### src/rtl/io_mmio_ctrl.sv
// io_mmio_ctrl: memory-mapped IO block for the 3-stage RISC-V core.
// Provides registered read data, RX/TX byte FIFOs toward the UART, and
// clearable cycle/instruction counters. Selected by the core when
// addr[31:30] == 2'b10; only io_addr[4:2] is decoded here.
// Optional build macro IO_BRANCH_STATS_EN adds branch_commit/branch_taken
// inputs and BR_TOTAL (0x1C) / BR_TAKEN (0x0C) counters.
module io_mmio_ctrl #(
    parameter int RX_DEPTH = 8,
    parameter int TX_DEPTH = 8,
    parameter int CNT_W    = 32
) (
    input  logic        clk,
    input  logic        rst_n,
    input  logic [31:0] io_addr,
    input  logic        io_re,
    input  logic        io_we,
    input  logic [31:0] io_wdata,
    output logic [31:0] io_rdata,
    input  logic        instr_commit,
`ifdef IO_BRANCH_STATS_EN
    input  logic        branch_commit,
    input  logic        branch_taken,
`endif
    input  logic [7:0]  uart_rx_data,
    input  logic        uart_rx_valid,
    output logic        uart_rx_ready,
    output logic [7:0]  uart_tx_data,
    output logic        uart_tx_valid,
    input  logic        uart_tx_ready
);

    localparam int RX_AW = $clog2(RX_DEPTH);
    localparam int TX_AW = $clog2(TX_DEPTH);
    localparam logic [RX_AW:0] RX_FULL = (RX_AW+1)'(RX_DEPTH);
    localparam logic [TX_AW:0] TX_FULL = (TX_AW+1)'(TX_DEPTH);

    typedef enum logic [2:0] {
        OFF_STATUS   = 3'd0,
        OFF_RX_DATA  = 3'd1,
        OFF_TX_DATA  = 3'd2,
        OFF_BR_TAKEN = 3'd3,
        OFF_CYCLE    = 3'd4,
        OFF_INSTR    = 3'd5,
        OFF_CNT_RST  = 3'd6,
        OFF_BR_TOTAL = 3'd7
    } io_off_e;

    io_off_e off;
    assign off = io_off_e'(io_addr[4:2]);

    // Only word offsets and the low write byte are meaningful here.
    logic unused_bits;
    assign unused_bits = ^{io_addr[31:5], io_addr[1:0], io_wdata[31:8]};

    // ---------------- FIFO state ----------------
    logic [7:0]     rx_mem [RX_DEPTH];
    logic [RX_AW-1:0] rx_wp, rx_rp;
    logic [RX_AW:0] rx_cnt;
    logic [7:0]     tx_mem [TX_DEPTH];
    logic [TX_AW-1:0] tx_wp, tx_rp;
    logic [TX_AW:0] tx_cnt;
    logic           tx_ovf, rx_ovf;

    logic rx_not_empty, tx_not_full;
    logic rx_push, rx_pop, rx_udf;
    logic tx_req, tx_push, tx_pop, tx_drop;
    logic sts_clr, cnt_clr;

    assign rx_not_empty  = (rx_cnt != '0);
    assign tx_not_full   = (tx_cnt != TX_FULL);
    assign uart_rx_ready = (rx_cnt != RX_FULL);
    assign uart_tx_valid = (tx_cnt != '0);
    assign uart_tx_data  = tx_mem[tx_rp];

    assign rx_push = uart_rx_valid && uart_rx_ready;
    assign rx_pop  = io_re && (off == OFF_RX_DATA) && rx_not_empty;
    assign rx_udf  = io_re && (off == OFF_RX_DATA) && !rx_not_empty;

    // A pop in the same cycle frees a slot, so a write to a full FIFO is
    // still accepted when the transmitter takes the head.
    assign tx_pop  = uart_tx_valid && uart_tx_ready;
    assign tx_req  = io_we && (off == OFF_TX_DATA);
    assign tx_push = tx_req && (tx_not_full || tx_pop);
    assign tx_drop = tx_req && !tx_not_full && !tx_pop;

    assign sts_clr = io_we && (off == OFF_STATUS);
    assign cnt_clr = io_we && (off == OFF_CNT_RST);

    // FIFO storage writes.
    // NOTE: the storage arrays have no reset; pointers and counts alone
    // define what is valid, and a reset-free array can map onto RAM.
    always_ff @(posedge clk) begin
        if (rx_push) rx_mem[rx_wp] <= uart_rx_data;
        if (tx_push) tx_mem[tx_wp] <= io_wdata[7:0];
    end

    // FIFO pointers, occupancy counts and sticky error flags.
    // NOTE: all sequential state uses non-blocking assignments so every
    // register in the block sees pre-edge values regardless of order.
    always_ff @(posedge clk or negedge rst_n) begin
        if (!rst_n) begin
            rx_wp  <= '0;
            rx_rp  <= '0;
            rx_cnt <= '0;
            tx_wp  <= '0;
            tx_rp  <= '0;
            tx_cnt <= '0;
            tx_ovf <= 1'b0;
            rx_ovf <= 1'b0;
        end else begin
            if (rx_push) rx_wp <= rx_wp + RX_AW'(1);
            if (rx_pop)  rx_rp <= rx_rp + RX_AW'(1);
            case ({rx_push, rx_pop})
                2'b10:   rx_cnt <= rx_cnt + (RX_AW+1)'(1);
                2'b01:   rx_cnt <= rx_cnt - (RX_AW+1)'(1);
                default: rx_cnt <= rx_cnt;
            endcase

            if (tx_push) tx_wp <= tx_wp + TX_AW'(1);
            if (tx_pop)  tx_rp <= tx_rp + TX_AW'(1);
            case ({tx_push, tx_pop})
                2'b10:   tx_cnt <= tx_cnt + (TX_AW+1)'(1);
                2'b01:   tx_cnt <= tx_cnt - (TX_AW+1)'(1);
                default: tx_cnt <= tx_cnt;
            endcase

            // Clear and set never coincide: they need different offsets.
            if (sts_clr) begin
                tx_ovf <= 1'b0;
                rx_ovf <= 1'b0;
            end
            if (tx_drop) tx_ovf <= 1'b1;
            if (rx_udf)  rx_ovf <= 1'b1;
        end
    end

    // ---------------- counters ----------------
    logic [CNT_W-1:0] cyc_cnt, ins_cnt;
`ifdef IO_BRANCH_STATS_EN
    logic [CNT_W-1:0] br_total, br_taken;
`endif

    // Free-running cycle and retired-instruction counters; CNT_RST wins.
    always_ff @(posedge clk or negedge rst_n) begin
        if (!rst_n) begin
            cyc_cnt <= '0;
            ins_cnt <= '0;
`ifdef IO_BRANCH_STATS_EN
            br_total <= '0;
            br_taken <= '0;
`endif
        end else if (cnt_clr) begin
            cyc_cnt <= '0;
            ins_cnt <= '0;
`ifdef IO_BRANCH_STATS_EN
            br_total <= '0;
            br_taken <= '0;
`endif
        end else begin
            cyc_cnt <= cyc_cnt + CNT_W'(1);
            if (instr_commit) ins_cnt <= ins_cnt + CNT_W'(1);
`ifdef IO_BRANCH_STATS_EN
            if (branch_commit)                 br_total <= br_total + CNT_W'(1);
            if (branch_commit && branch_taken) br_taken <= br_taken + CNT_W'(1);
`endif
        end
    end

    // ---------------- read path ----------------
    logic [31:0] rd_mux;

    // Read mux over pre-edge state; counters zero-extend or truncate to 32.
    // NOTE: rd_mux gets a default before the case so no path can leave it
    // unassigned and infer a latch.
    always_comb begin
        rd_mux = '0;
        case (off)
            OFF_STATUS:   rd_mux = {28'd0, rx_ovf, tx_ovf, rx_not_empty, tx_not_full};
            OFF_RX_DATA:  if (rx_not_empty) rd_mux = {24'd0, rx_mem[rx_rp]};
            OFF_CYCLE:    rd_mux = 32'(cyc_cnt);
            OFF_INSTR:    rd_mux = 32'(ins_cnt);
`ifdef IO_BRANCH_STATS_EN
            OFF_BR_TAKEN: rd_mux = 32'(br_taken);
            OFF_BR_TOTAL: rd_mux = 32'(br_total);
`endif
            default:      rd_mux = '0;
        endcase
    end

    // Registered read data, updated only on a read and held otherwise.
    always_ff @(posedge clk or negedge rst_n) begin
        if (!rst_n) begin
            io_rdata <= '0;
        end else if (io_re) begin
            io_rdata <= rd_mux;
        end
    end

endmodule

### config.mk
export PLATFORM = sky130hd
export DESIGN_NAME = io_mmio_ctrl
export DESIGN_NICKNAME = d
export VERILOG_FILES = /design/src/rtl/io_mmio_ctrl.sv
export SDC_FILE = /design/constraint.sdc
export NUM_CORES = 1
export LEC_CHECK = 0
export BUFFER_PORTS_ARGS = -buffer_cell sky130_fd_sc_hd__buf_2
export CORE_UTILIZATION = 55
export CTS_BUF_LIST = sky130_fd_sc_hd__clkbuf_8
export CTS_CLUSTER_DIAMETER = 100
export DETAILED_ROUTE_END_ITERATION = 12
export GPL_TIMING_DRIVEN = 0
export PLACE_DENSITY = 0.84
export SYNTH_ARGS = -nofsm -noshare
export SYNTH_HDL_FRONTEND = slang
export SYNTH_SLANG_ARGS = --single-unit
### constraint.sdc
create_clock -name clk -period 2.89 [get_ports clk]
set_input_delay 0.578 -clock clk [delete_from_list [all_inputs] [get_ports clk]]
set_output_delay 0.578 -clock clk [all_outputs]
set_load 0.1 [all_outputs]
---- Word level (Yosys, flattened, before mapping) ----
Memory sizes are Yosys's and may differ from the RTL's.
Index checks and enable logic that the tools add are counted.
cells by class
  bitwise logic cells ..................... 0
  div/mod/pow operators ................... 0
  magnitude comparators ................... 0
  shifts and indexed selects .............. 0
  add/sub/neg operators ................... 10
  multiplexer cells ....................... 14
  reduce and logical (&&, ||, !) cells .... 23
  equality and inequality tests ........... 11
  multipliers ............................. 0
operators with widths
  operator                 count
  $pmux W32 S4             1
  $mux W32                 3
  $add A32 B1 Y32 const B  2
  $pmux W4 S2              2
  $add A3 B1 Y3 const B    4
  $logic_and A1 B1 Y1      11
  $reduce_bool A2 Y1       5
  $eq A3 B3 Y1 const B     3
  $add A4 B1 Y4 const B    2
  $mux W8                  1
  $ne A4 B4 Y1 const B     2
  $reduce_bool A4 Y1       2
  $sub A4 B1 Y4 const B    2
  $mux W1                  7
  $eq A2 B1 Y1 const B     2
  $eq A2 B2 Y1 const B     2
  $eq A3 B1 Y1 const B     1
  $eq A3 B2 Y1 const B     1
  $logic_not A1 Y1         3
  $logic_not A3 Y1         1
  $logic_or A1 B1 Y1       1
word-level totals
  memories ................................ 2
  latch bits .............................. 0
  bits of input ports ..................... 79
  memory bits (writable) .................. 128
  bits in read-only memories .............. 0
  register bits ........................... 118
  output and inout bits ................... 42
memories
  memory  depth  bits a word  read ports  clocked after Yosys merged registers in  wr ports  RTL line  text
  rx_mem  8      8            1           0                                        1         56        logic [7:0] rx_mem [RX_DEPTH];
  tx_mem  8      8            1           0                                        1         59        logic [7:0] tx_mem [TX_DEPTH];

---- Longest topological paths before layout ----
Gate-level depths: netlist of the first run.
  depth in word-level cells ............... 6
  depth in mapped cells ................... 12
  gate-level depth less buffers ........... 11

---- Worst setup path before layout of the first run ----
OpenSTA, ideal clock, no wires.
  path type ............................... reg2reg
  start point ............................. register rx_cnt[1]
  end point ............................... register rx_cnt[2]
  data arrival time ....................... 2.715 ns
  required time ........................... 2.765 ns
  slack ................................... 0.049 ns
  buffers on the path ..................... 1
  clock period less this slack ............ 2.841 ns
  cell stages (with the launch flop) ...... 11
  cells stage by stage .................... dfrtp_1 clkbuf_1 or4b_2 nand2_1 ha_1 xor2_1 ha_1 a21oi_1 xor2_1 nor2_1 xor2_1
between the ends
  longest elaborated chain between the ends .. 4
  elaborated cells between the ends (all ways) .. 10
  those cells by class .................... add/sub: 2; eq/ne: 3; mux: 1; reduce/logical: 4
RTL lines
  element                                                   RTL line  text
  start: declaration                                        58        logic [RX_AW:0] rx_cnt;
  start signal: assignment                                  114       2'b10: rx_cnt <= rx_cnt + (RX_AW+1)'(1);
  start signal: assignment                                  115       2'b01: rx_cnt <= rx_cnt - (RX_AW+1)'(1);
  start signal: assignment                                  116       default: rx_cnt <= rx_cnt;
  $ne A4 B4 Y1 *                                            71        assign uart_rx_ready = (rx_cnt != RX_FULL);
  via uart_rx_ready                                         26        output logic uart_rx_ready,
  $logic_and A1 B1 Y1 *                                     75        assign rx_push = uart_rx_valid && uart_rx_ready;
  $eq A2 B1 Y1 / $eq A2 B2 Y1 (equally long branches)       113       case ({rx_push, rx_pop})
  $pmux W4 S2 / $reduce_bool A2 Y1 (equally long branches)  n/a
The timed path passes the listed nets; every way through them passes the cells marked *.
A chain may end at the register's enable or synchronous reset.

---- Worst setup path after layout of the first run ----
  start point ............................. register tx_rp[0]
  end point ............................... output uart_tx_data[6]
between the ends
  longest elaborated chain between the ends .. 1
RTL lines
  element                   RTL line  text
  start: declaration        60        logic [TX_AW-1:0] tx_wp, tx_rp;
  start signal: assignment  120       if (tx_pop) tx_rp <= tx_rp + TX_AW'(1);
  $mem_v2 Z8 W8             n/a
  end: declaration          27        output logic [7:0] uart_tx_data,
No other way between the ends.

==> results.json, run 1 <==
{
  "min_path_cells": 1,
  "number_of_non_filler_instances_in_the_completed_layout": 1204,
  "number_of_global_route_vias_before_repair": 7189,
  "placeable_area_sq_um": 19500,
  "crit_required_ns": 2.31,
  "grt_use_total_pct": 24.4,
  "routed-wl-met3_microns": 1680,
  "final_period_minus_worst_setup_slack_ns": 2.79,
  "clock_sink_count": 246,
  "cell_accounting_for_the_most_synthesized_area": "edfxtp_1",
  "drive_above_1_share_pct": 22.0,
  "final_net_count": 995,
  "depth_of_the_cts_h_tree": 2,
  "peakVddDrop_v": 0.000577,
  "dr.first_iter.drc_count": 642,
  "path_clk_slew_ns": 0.06,
  "worstSetupEndpointType": "primary output",
  "vias_per_cell": 6.02,
  "rr_worst_depth": 11,
  "clock_tree_from_tritoncts": "built",
  "design_power_total_mw": 10.8,
  "gpl.final_weighted_congestion": 0.848,
  "max-slew-margin-rel_pct": 14.6,
  "routed_wirelength_microns": 23700,
  "crit_path_max_fanout": 10,
  "r2r_start": "rx_cnt[0]$_DFFE_PN0P_",
  "gr-total-overflow": 0,
  "finalClockSkew_ns": 0.0331,
  "timing.fmax_mhz": 359,
  "worst_hold_slack_across_all_endpoints_ns": 0.306,
  "area_growth_syn_to_layout_pct": 15.5,
  "final_count_of_pins_violating_max_slew": 0,
  "synthArstFlopShare_pct": 48.0,
  "clkLatencyLatePin_ns": 0.55,
  "netlist-cell-type-count": 51,
  "mappedNetlistNets": 880,
  "initial_core_util_pct": 56.0,
  "fillerInstances": 1341,
  "syn_area_per_cell_sq_um": 13.8,
  "highest-signal-layer": "met5",
  "fp-row-count": 51,
  "mostFrequentLayoutCells": "128 x edfxtp_1, 117 x dfrtp_1, 64 x buf_2",
  "placed_cell_area_sq_um": 11600,
  "yosys-top-cells-area": "edfxtp_1 35%, dfrtp_1 27%, mux4_2 6.6%",
  "regToRegEndpoint": "rx_cnt[2]$_DFFE_PN0P_",
  "die_height_microns": 143,
  "synthesis.area_sq_um": 10900,
  "synth_top_cell_area_share_pct": 35.2,
  "hp-start": "uart_rx_data[0]",
  "drv_cap": 0,
  "hold-path-endpoint": "rx_mem[7][0]$_DFFE_PP_",
  "i_o_pin_count": 121,
  "arrival_ns": 2.21,
  "grt_first_pass_wirelength_microns": 37800,
  "detailedPlacementHpwl_microns": 15500,
  "synth.ff_latch_count": 246,
  "worst_hold_path_type": "in -> reg",
  "final-hold-violation-count": 0,
  "min_period_over_period_pct": 96.4,
  "power-per-cell-area_nw_per_um2": 860,
  "max-clock-path-buffers": 3,
  "route.detailed.drc": 0,
  "final_cell_area_sq_um": 12600,
  "slew_worst_pin_ns": 1.27,
  "gate_count_post_synth": 791,
  "yosysWarnings": 0,
  "worst-setup-path-type": "reg -> out",
  "place_worst_setup_slack_ns": -0.217,
  "ff2ff_setup_slack_ns": 0.29,
  "ys.flop_type": "edfxtp_1",
  "drt_pre_antenna_iters": 7,
  "finalSetupViolCount": 0,
  "rsz_0062_raised_after_global_routing": "false",
  "detailroute.wirelength.met2_microns": 11600,
  "seq_area_frac_synth_pct": 62.3,
  "cts-root-buf": "clkbuf_8",
  "initial_antenna_violation_count": 4,
  "run_status": "complete, no violations",
  "floorplan.die.width_microns": 143,
  "routed-via-count": 7249,
  "worst_slack_ns": 0.105,
  "route.detailed.wl_per_inst_microns": 19.7,
  "cp-start-kind": "flop",
  "leakage_nw": 4.87,
  "numPortBuffers": 66,
  "dpl.cell_count": 1123,
  "die-area_sq_um": 20400,
  "layout_commonest_cell": "edfxtp_1",
  "met1Wirelength_microns": 9960,
  "postRouteAntennaNets": 0,
  "grt_max_degree": 81,
  "tritoncts.num_buffers": 41,
  "synth_enable_flop_cells": 128
}
==> routing by layer <==
layer  global-route usage [%]  vias up
met5                        0        -
met4                     7.64        2
met3                     5.67       41
met2                     40.7      246
met1                     31.8     3651
li1                         -     3309
==> through the flow <==
| stage | setup TNS, ns | utilization (%) |
|---|---|---|
| 2_1_floorplan | 0 | - |
| 3_3_place_gp | -28.25 | 59.4 |
| 3_5_place_dp | -3.37 | 59.6 |
| 4_1_cts | -0.00223 | 64.4 |
| 5_1_grt | 0 | 64.7 |
| 6_report | 0 | 64.7 |
==> synthesized netlist by cell type, types with 6 or more instances <==
cell type  instances
xor2_1            18
nor2_1            42
nand2b_1          12
o221ai_1           7
nand4_1           17
or3_1              8
nor3_1            10
o2bb2ai_1         24
ha_1              10
inv_1             15
o31ai_1           25
mux2_2            16
nand2_1           50
buf_2              8
o21ai_0           13
edfxtp_1         128
buf_1              6
dfrtp_1          118
mux4_2            32
or4_1             27
nor4_1             7
mux2i_1           42
nand3_1           23
and4_1            10
a21oi_1           41
xnor2_1           17
clkbuf_1          26
==> power by group <==
| part | internal [mW] | switching (mW) |
|---|---|---|
| Combinational | 1.22 | 1.98 |
| Sequential | 4.11 | 0.401 |
| Clock | 1.75 | 1.37 |
| Total | 7.08 | 3.74 |
==> worst max path at each step <==
stage                                from                 endpoint  cells after the start
floorplan           rx_cnt[1]$_DFFE_PN0P_    rx_cnt[2]$_DFFE_PN0P_                     10
CTS                  tx_rp[0]$_DFFE_PN0P_          uart_tx_data[0]                      5
global placement                    rst_n  io_rdata[7]$_DFFE_PN0P_                      1
global route         tx_rp[0]$_DFFE_PN0P_          uart_tx_data[3]                      5
finish               tx_rp[0]$_DFFE_PN0P_          uart_tx_data[6]                      5
detailed placement   tx_rp[0]$_DFFE_PN0P_          uart_tx_data[0]                      5
==> worst max-delay path, stage by stage, from the launching register on <==
cell and delay (ns):
dfrtp_1 0.39, buf_8 0.13, buf_12 0.15, mux4_2 0.52
mux2_2 0.29, buf_6 0.19
==> flip-flops by register name (all words and copies together), names as in the netlist <==
register	cells
rx_rp	3
rx_ovf	1
tx_wp	3
rx_cnt	4
rx_wp	3
ins_cnt	32
tx_rp	3
io_rdata	32
rx_mem	64
tx_ovf	1
tx_cnt	4
cyc_cnt	32
tx_mem	64
==> area by class of cell <==
type	instances	area [sq um]	area share, %
multi-input combinational	487	3880	30.8
buffer	41	216	1.72
sequential	246	6800	54.0
inverter	15	56.3	0.447
clock buffer	47	647	5.14
tap	265	332	2.63
antenna	3	7.51	0.0596
timing repair buffer	74	469	3.73
clock inverter	26	188	1.49
==> logic make-up (layout without fill, tap and decap cells) <==
group | count (synthesis) | in the layout | synth area share [%]
compound gates | 123 | 123 | 7.71
simple gates | 229 | 229 | 11.6
flops | 246 | 246 | 62.3
fa+ha+maj | 10 | 10 | 1.15
xor+xnor | 35 | 35 | 2.81
buf+inv | 58 | 203 | 2.29
mux | 90 | 90 | 12.1
other cells | 0 | 3 | 0
==> repair_timing <==
action | in CTS | in global routing
buffers inserted | 0 | 5
gates resized for setup | 27 | 3
pin swaps | 0 | 0
setup endpoints to repair | 17 | 9
hold buffers | 1 | 0
endpoints found under the hold margin | 38 | 0
Power figures use the tool's default switching activity.
==> run 2: changes to the inputs <==
--- a/config.mk
+++ b/config.mk
@@ -7,7 +7,7 @@
 export LEC_CHECK = 0
 export BUFFER_PORTS_ARGS = -buffer_cell sky130_fd_sc_hd__buf_2
 export CORE_UTILIZATION = 55
-export CTS_BUF_LIST = sky130_fd_sc_hd__clkbuf_8
+export CTS_BUF_LIST = sky130_fd_sc_hd__clkbuf_4 sky130_fd_sc_hd__clkbuf_8
 export CTS_CLUSTER_DIAMETER = 100
 export DETAILED_ROUTE_END_ITERATION = 12
 export GPL_TIMING_DRIVEN = 0
==> run 2 against run 1 <==
Count of clock-buffer cells in the layout grew 13. Utilization grew 0.21 points. Clock power rose by 5%. Clock skew grew 0.0065 ns. Non-clock buffer count is 1 lower. Fmax shrank 2.0%. First-iteration DRC count rose by 13%. Largest power group unchanged.
==> results.json, run 2 (synthesized netlist as in run 1, its figures left out) <==
{
  "min_period_over_period_pct": 98.3,
  "grt_first_pass_wirelength_microns": 38200,
  "area_growth_syn_to_layout_pct": 15.8,
  "crit_required_ns": 2.31,
  "clock_sink_count": 246,
  "number_of_non_filler_instances_in_the_completed_layout": 1202,
  "i_o_pin_count": 121,
  "seq_power_share_pct": 40.9,
  "gr-total-overflow": 0,
  "grt_max_degree": 81,
  "route.detailed.drc": 0,
  "drv_cap": 0,
  "drive_above_1_share_pct": 23.3,
  "initial_antenna_violation_count": 3,
  "postRouteAntennaNets": 0,
  "cp-start-kind": "flop",
  "rsz_0062_raised_after_global_routing": "false",
  "biggestRegsByFlops": "rx_mem: 64 flops, tx_mem: 64 flops",
  "initial_core_util_pct": 56.0,
  "tritoncts.num_buffers": 41,
  "power-per-cell-area_nw_per_um2": 870,
  "worst_hold_slack_across_all_endpoints_ns": 0.306,
  "final_net_count": 994,
  "finalSetupViolCount": 0,
  "worstSetupEndpointType": "primary output",
  "finalClockSkew_ns": 0.0397,
  "fillerInstances": 1333,
  "number_of_global_route_vias_before_repair": 7184,
  "detailedPlacementHpwl_microns": 15500,
  "crit_path_max_fanout": 10,
  "r2r_start": "rx_cnt[1]$_DFFE_PN0P_",
  "route.detailed.wl_per_inst_microns": 20.1,
  "worst_hold_path_type": "in -> reg",
  "fp-row-count": 51,
  "final-hold-violation-count": 0,
  "dpl.cell_count": 1123,
  "vias_per_cell": 6.05,
  "combinational_share_of_power_pct": 29.3,
  "routed_wirelength_microns": 24100,
  "cts-root-buf": "clkbuf_8",
  "cell_internal_pwr_mw": 7.24,
  "regToRegEndpoint": "rx_cnt[2]$_DFFE_PN0P_",
  "max-clock-path-buffers": 3,
  "layout_commonest_cell": "edfxtp_1",
  "die_height_microns": 143,
  "leakage_nw": 4.86,
  "dr.first_iter.drc_count": 728,
  "ff2ff_setup_slack_ns": 0.24,
  "design_power_total_mw": 11.0,
  "clkLatencyLatePin_ns": 0.55,
  "min_path_cells": 1,
  "final_count_of_pins_violating_max_slew": 0,
  "max-slew-margin-rel_pct": 13.2,
  "placeable_area_sq_um": 19500,
  "final_period_minus_worst_setup_slack_ns": 2.84,
  "worst-setup-path-type": "reg -> out",
  "grt_use_total_pct": 24.8,
  "clock_tree_from_tritoncts": "built",
  "floorplan.die.width_microns": 143,
  "clock_power_share_pct": 29.8,
  "timing.fmax_mhz": 352,
  "die-area_sq_um": 20400,
  "power.switching_fraction_pct": 34.1,
  "numPortBuffers": 66,
  "peakVddDrop_v": 0.000578,
  "hold-path-endpoint": "rx_mem[7][0]$_DFFE_PP_",
  "path_clk_slew_ns": 0.06,
  "hp-start": "uart_rx_data[0]",
  "slew_worst_pin_ns": 1.29,
  "arrival_ns": 2.26,
  "gpl.final_weighted_congestion": 0.848,
  "routed-via-count": 7271,
  "run_status": "complete, no violations",
  "power.net_switching_mw": 3.75,
  "mostFrequentLayoutCells": "128 x edfxtp_1, 117 x dfrtp_1, 64 x buf_2",
  "depth_of_the_cts_h_tree": 2,
  "drt_pre_antenna_iters": 7,
  "rr_worst_depth": 12
}
-- run 2: changes by cell type in the layout (fill, tap and decap cells not counted), sizes merged --
cell,previous run,this run
clkbuf,70,85
buf,91,88
inv,28,15
diode,3,2
-- run 2: power by group through the flow --
stage | sequential (mW) | clock [mW] | combinational [mW]
after floorplan | 4.61 | 0 | 2.24
after global placement | 4.48 | 0 | 2.92
after global routing | 4.54 | 3.48 | 3.41
final | 4.50 | 3.28 | 3.22
after CTS | 4.49 | 3.31 | 3.18
after detailed placement | 4.52 | 0 | 3.01
-- run 2: layout make-up --
cell class                      count  area (sq um)  area share, %
Antenna cell                        2          5.00         0.0396
Sequential cell                   246          6800           53.8
Clock buffer                       60           744           5.89
Clock inverter                     13           139           1.10
Inverter                           15          56.3          0.446
Timing Repair Buffer               72           459           3.64
Tap cell                          265           332           2.62
Buffer                             42           220           1.74
Multi-Input combinational cell    487          3880           30.7
-- run 2: per-layer routing --
metal  part of all wire [%]  GRT usage (%)  vias to the layer above
li1                       -              -                     3304
met1                     42           32.0                     3658
met2                     49           41.8                      267
met3                    7.0           5.77                       40
met4                    1.8           7.30                        2
met5                  0.058              0                        -
-- run 2: worst max-delay path by stage --
stage / to / start
detailed placement: uart_tx_data[0] / tx_rp[0]$_DFFE_PN0P_
global route: uart_tx_data[0] / tx_rp[0]$_DFFE_PN0P_
CTS: uart_tx_data[4] / tx_rp[0]$_DFFE_PN0P_
floorplan: rx_cnt[2]$_DFFE_PN0P_ / rx_cnt[1]$_DFFE_PN0P_
global placement: io_rdata[7]$_DFFE_PN0P_ / rst_n
finish: uart_tx_data[0] / tx_rp[0]$_DFFE_PN0P_
-- run 2: timing repair --
item / 4_1_cts / 5_1_grt
gates cloned: 0 / 0
setup endpoints to repair: 17 / 7
buffers inserted: 2 / 1
gates resized for setup: 22 / 7
endpoints found under the hold margin: 38 / 0
hold buffers: 1 / 0
-- run 2: worst max-delay path, stage by stage (launching register included) --
cell and delay, ns:
dfrtp_1 0.38, clkbuf_8 0.17, buf_12 0.16, mux4_2 0.52
mux2_2 0.30, buf_6 0.19
-- run 2: per-stage QoR --
| step | TNS (ns) | util [%] | area, sq um | worst slack [ns] |
|---|---|---|---|---|
| final | 0 | 64.9 | 12600 | 0.0487 |
| after global routing | 0 | 64.9 | 12600 | 0.00790 |
| after CTS | 0 | 64.7 | 12600 | 0.0331 |
| after detailed placement | -3.37 | 59.6 | 11600 | -0.217 |
| after global placement | -28.25 | 59.4 | 11600 | -0.235 |
| after floorplan | 0 | - | 10900 | 0.0493 |
==> run 3: changes to the inputs <==
--- a/config.mk
+++ b/config.mk
@@ -6,6 +6,7 @@
 export NUM_CORES = 1
 export LEC_CHECK = 0
 export BUFFER_PORTS_ARGS = -buffer_cell sky130_fd_sc_hd__buf_2
+export CORE_MARGIN = 10
 export CORE_UTILIZATION = 55
 export CTS_BUF_LIST = sky130_fd_sc_hd__clkbuf_4 sky130_fd_sc_hd__clkbuf_8
 export CTS_CLUSTER_DIAMETER = 100
==> constraint.sdc (replaced) <==
create_clock -name clk -period 2.89 [get_ports clk]
set_input_delay 0.1445 -clock clk [delete_from_list [all_inputs] [get_ports clk]]
set_output_delay 0.1445 -clock clk [all_outputs]
set_load 0.1 [all_outputs]
==> run 3 against run 2 <==
Global-route usage fell by 6.2 points. Sequential share of layout area decreased by 0.40 points. Utilization grew 0.48 points. Sequential power hardly changed. Largest power group unchanged. Highest routed layer is now met4.
==> results.json, run 3 (synthesized netlist as in run 1, its figures left out) <==
{
  "fp-row-count": 51,
  "routed-via-count": 7355,
  "run_status": "complete, no violations",
  "placeable_area_sq_um": 19500,
  "design_power_total_mw": 10.7,
  "route.detailed.wl_per_inst_microns": 19.7,
  "final-hold-violation-count": 0,
  "worst_hold_path_type": "in -> reg",
  "gpl.final_weighted_congestion": 0.864,
  "die-area_sq_um": 25900,
  "tritoncts.num_buffers": 41,
  "number_of_global_route_vias_before_repair": 7414,
  "drv_cap": 0,
  "drt_pre_antenna_iters": 5,
  "numPortBuffers": 66,
  "finalClockSkew_ns": 0.0370,
  "final_net_count": 1014,
  "route.detailed.drc": 0,
  "vias_per_cell": 6.02,
  "max-slew-margin-rel_pct": 37.5,
  "crit_path_max_incr_delay_ns": 0.52,
  "final_count_of_pins_violating_max_slew": 0,
  "hp-start": "io_re",
  "regToRegEndpoint": "rx_cnt[2]$_DFFE_PN0P_",
  "crit_required_ns": 2.75,
  "clock_tree_from_tritoncts": "built",
  "slew_worst_pin_ns": 0.934,
  "critical_path.startpoint": "tx_rp[0]$_DFFE_PN0P_",
  "crit_path_max_fanout": 10,
  "ff2ff_setup_slack_ns": 0.23,
  "area_growth_syn_to_layout_pct": 16.7,
  "cp_slowest_cell": "mux4_2",
  "min_path_cells": 3,
  "timing.fmax_mhz": 368,
  "r2r_start": "rx_cnt[1]$_DFFE_PN0P_",
  "min_period_over_period_pct": 94.0,
  "drive_above_1_share_pct": 22.8,
  "biggestRegsByFlops": "rx_mem: 64 flops, tx_mem: 64 flops",
  "worst_hold_slack_across_all_endpoints_ns": 0.0356,
  "gr-total-overflow": 0,
  "i_o_pin_count": 121,
  "leakage_nw": 4.90,
  "floorplan.die.width_microns": 161,
  "grt_max_degree": 67,
  "depth_of_the_cts_h_tree": 2,
  "cts-root-buf": "clkbuf_8",
  "fillerInstances": 1343,
  "arrival_ns": 2.57,
  "final_period_minus_worst_setup_slack_ns": 2.72,
  "routed_wirelength_microns": 24100,
  "initial_core_util_pct": 56.0,
  "power-per-cell-area_nw_per_um2": 838,
  "dr.first_iter.drc_count": 541,
  "grt_use_total_pct": 18.5,
  "worstSetupEndpointType": "primary output",
  "worst-setup-path-type": "reg -> out",
  "cp-start-kind": "flop",
  "grt_first_pass_wirelength_microns": 39200,
  "hold-path-endpoint": "io_rdata[3]$_DFFE_PN0P_",
  "mostFrequentLayoutCells": "128 x edfxtp_1, 118 x dfrtp_1, 72 x buf_2",
  "finalSetupViolCount": 0,
  "path_clk_slew_ns": 0.07,
  "path_cells": "clkbuf_2, buf_4, mux4_2, mux2_2, buf_2",
  "cp_num_buf_inv": 3,
  "detailedPlacementHpwl_microns": 16300,
  "layout_commonest_cell": "edfxtp_1",
  "max-clock-path-buffers": 3,
  "clock_sink_count": 246,
  "die_height_microns": 161,
  "initial_antenna_violation_count": 2,
  "crit_family": "buffers and inverters",
  "rsz_0062_raised_after_global_routing": "false",
  "final_core_density_pct": 65.4,
  "clkLatencyLatePin_ns": 0.56,
  "rr_worst_depth": 10,
  "peakVddDrop_v": 0.000593,
  "postRouteAntennaNets": 0
}
==> run 3: changes by cell type in the layout (fill, tap and decap cells not counted), sizes merged <==
cell	previous run	this run
dlygate4sd3	1	23
clkinv	8	13
clkbuf	85	81
buf	88	85
bufinv	3	2
inv	15	17
clkinvlp	2	1
==> run 3: worst max-delay path by stage <==
stage | to | slack, ns | depth (start not counted)
finish | uart_tx_data[1] | 0.17 | 5
detailed placement | rx_cnt[2]$_DFFE_PN0P_ | -0.009 | 12
floorplan | rx_cnt[2]$_DFFE_PN0P_ | 0.05 | 10
CTS | uart_tx_data[1] | 0.04 | 5
global route | uart_tx_data[1] | 0.01 | 5
global placement | rx_cnt[2]$_DFFE_PN0P_ | 0.05 | 12
==> run 3: what timing repair did <==
action | 4_1_cts | 5_1_grt
resized for setup | 4 | 5
hold buffers | 23 | 0
endpoints found under the setup margin | 9 | 9
setup buffers | 0 | 0
endpoints found under the hold margin | 203 | 0
==> run 3: layout make-up <==
cell class,count,area [sq um],share of cell area [%]
flip-flops and latches,246,6800,53.4
multi-input cells,487,3890,30.5
clock buffers,55,688,5.41
repair buffers,91,602,4.73
well taps,265,332,2.61
plain buffers,43,200,1.57
clock inverters,18,159,1.25
inverters,15,56.3,0.442
diodes,2,5.00,0.0393
==> run 3: where the power goes <==
part / internal, mW / switching [mW] / leakage (nW)
Sequential: 4.11 / 0.366 / 2.74
Combinational: 1.06 / 1.98 / 1.71
Clock: 1.75 / 1.40 / 0.450
==> run 3: worst reg2reg max path, delay by kind of cell (launching register included) <==
kind | cells | cell delay (ns)
DFF | 1 | 0.35
AOI/OAI and AO/OA | 1 | 0.15
adders and majority gates | 2 | 0.45
buffers and inverters | 1 | 0.19
and+or+nand+nor | 3 | 1.02
xor gates and xnor gates | 3 | 0.39
==> run 3: per-stage QoR <==
step / setup TNS, ns / setup slack (ns) / instance area [sq um] / std cells
floorplan: 0 / 0.0493 / 10900 / 791
global placement: 0 / 0.0531 / 11600 / 1122
detailed placement: -0.00876 / -0.00876 / 11600 / 1123
CTS: 0 / 0.0404 / 12700 / 1219
global route: 0 / 0.0105 / 12700 / 1222
finish: 0 / 0.173 / 12700 / 1222
==> run 3: layer usage <==
| layer | global-route usage [%] | part of all wire (%) | up-vias |
|---|---|---|---|
| li1 | - | - | 3339 |
| met1 | 24.9 | 42 | 3696 |
| met2 | 29.9 | 50 | 275 |
| met3 | 3.48 | 6.0 | 45 |
| met4 | 6.12 | 2.0 | 0 |
| met5 | 0 | 0 | - |
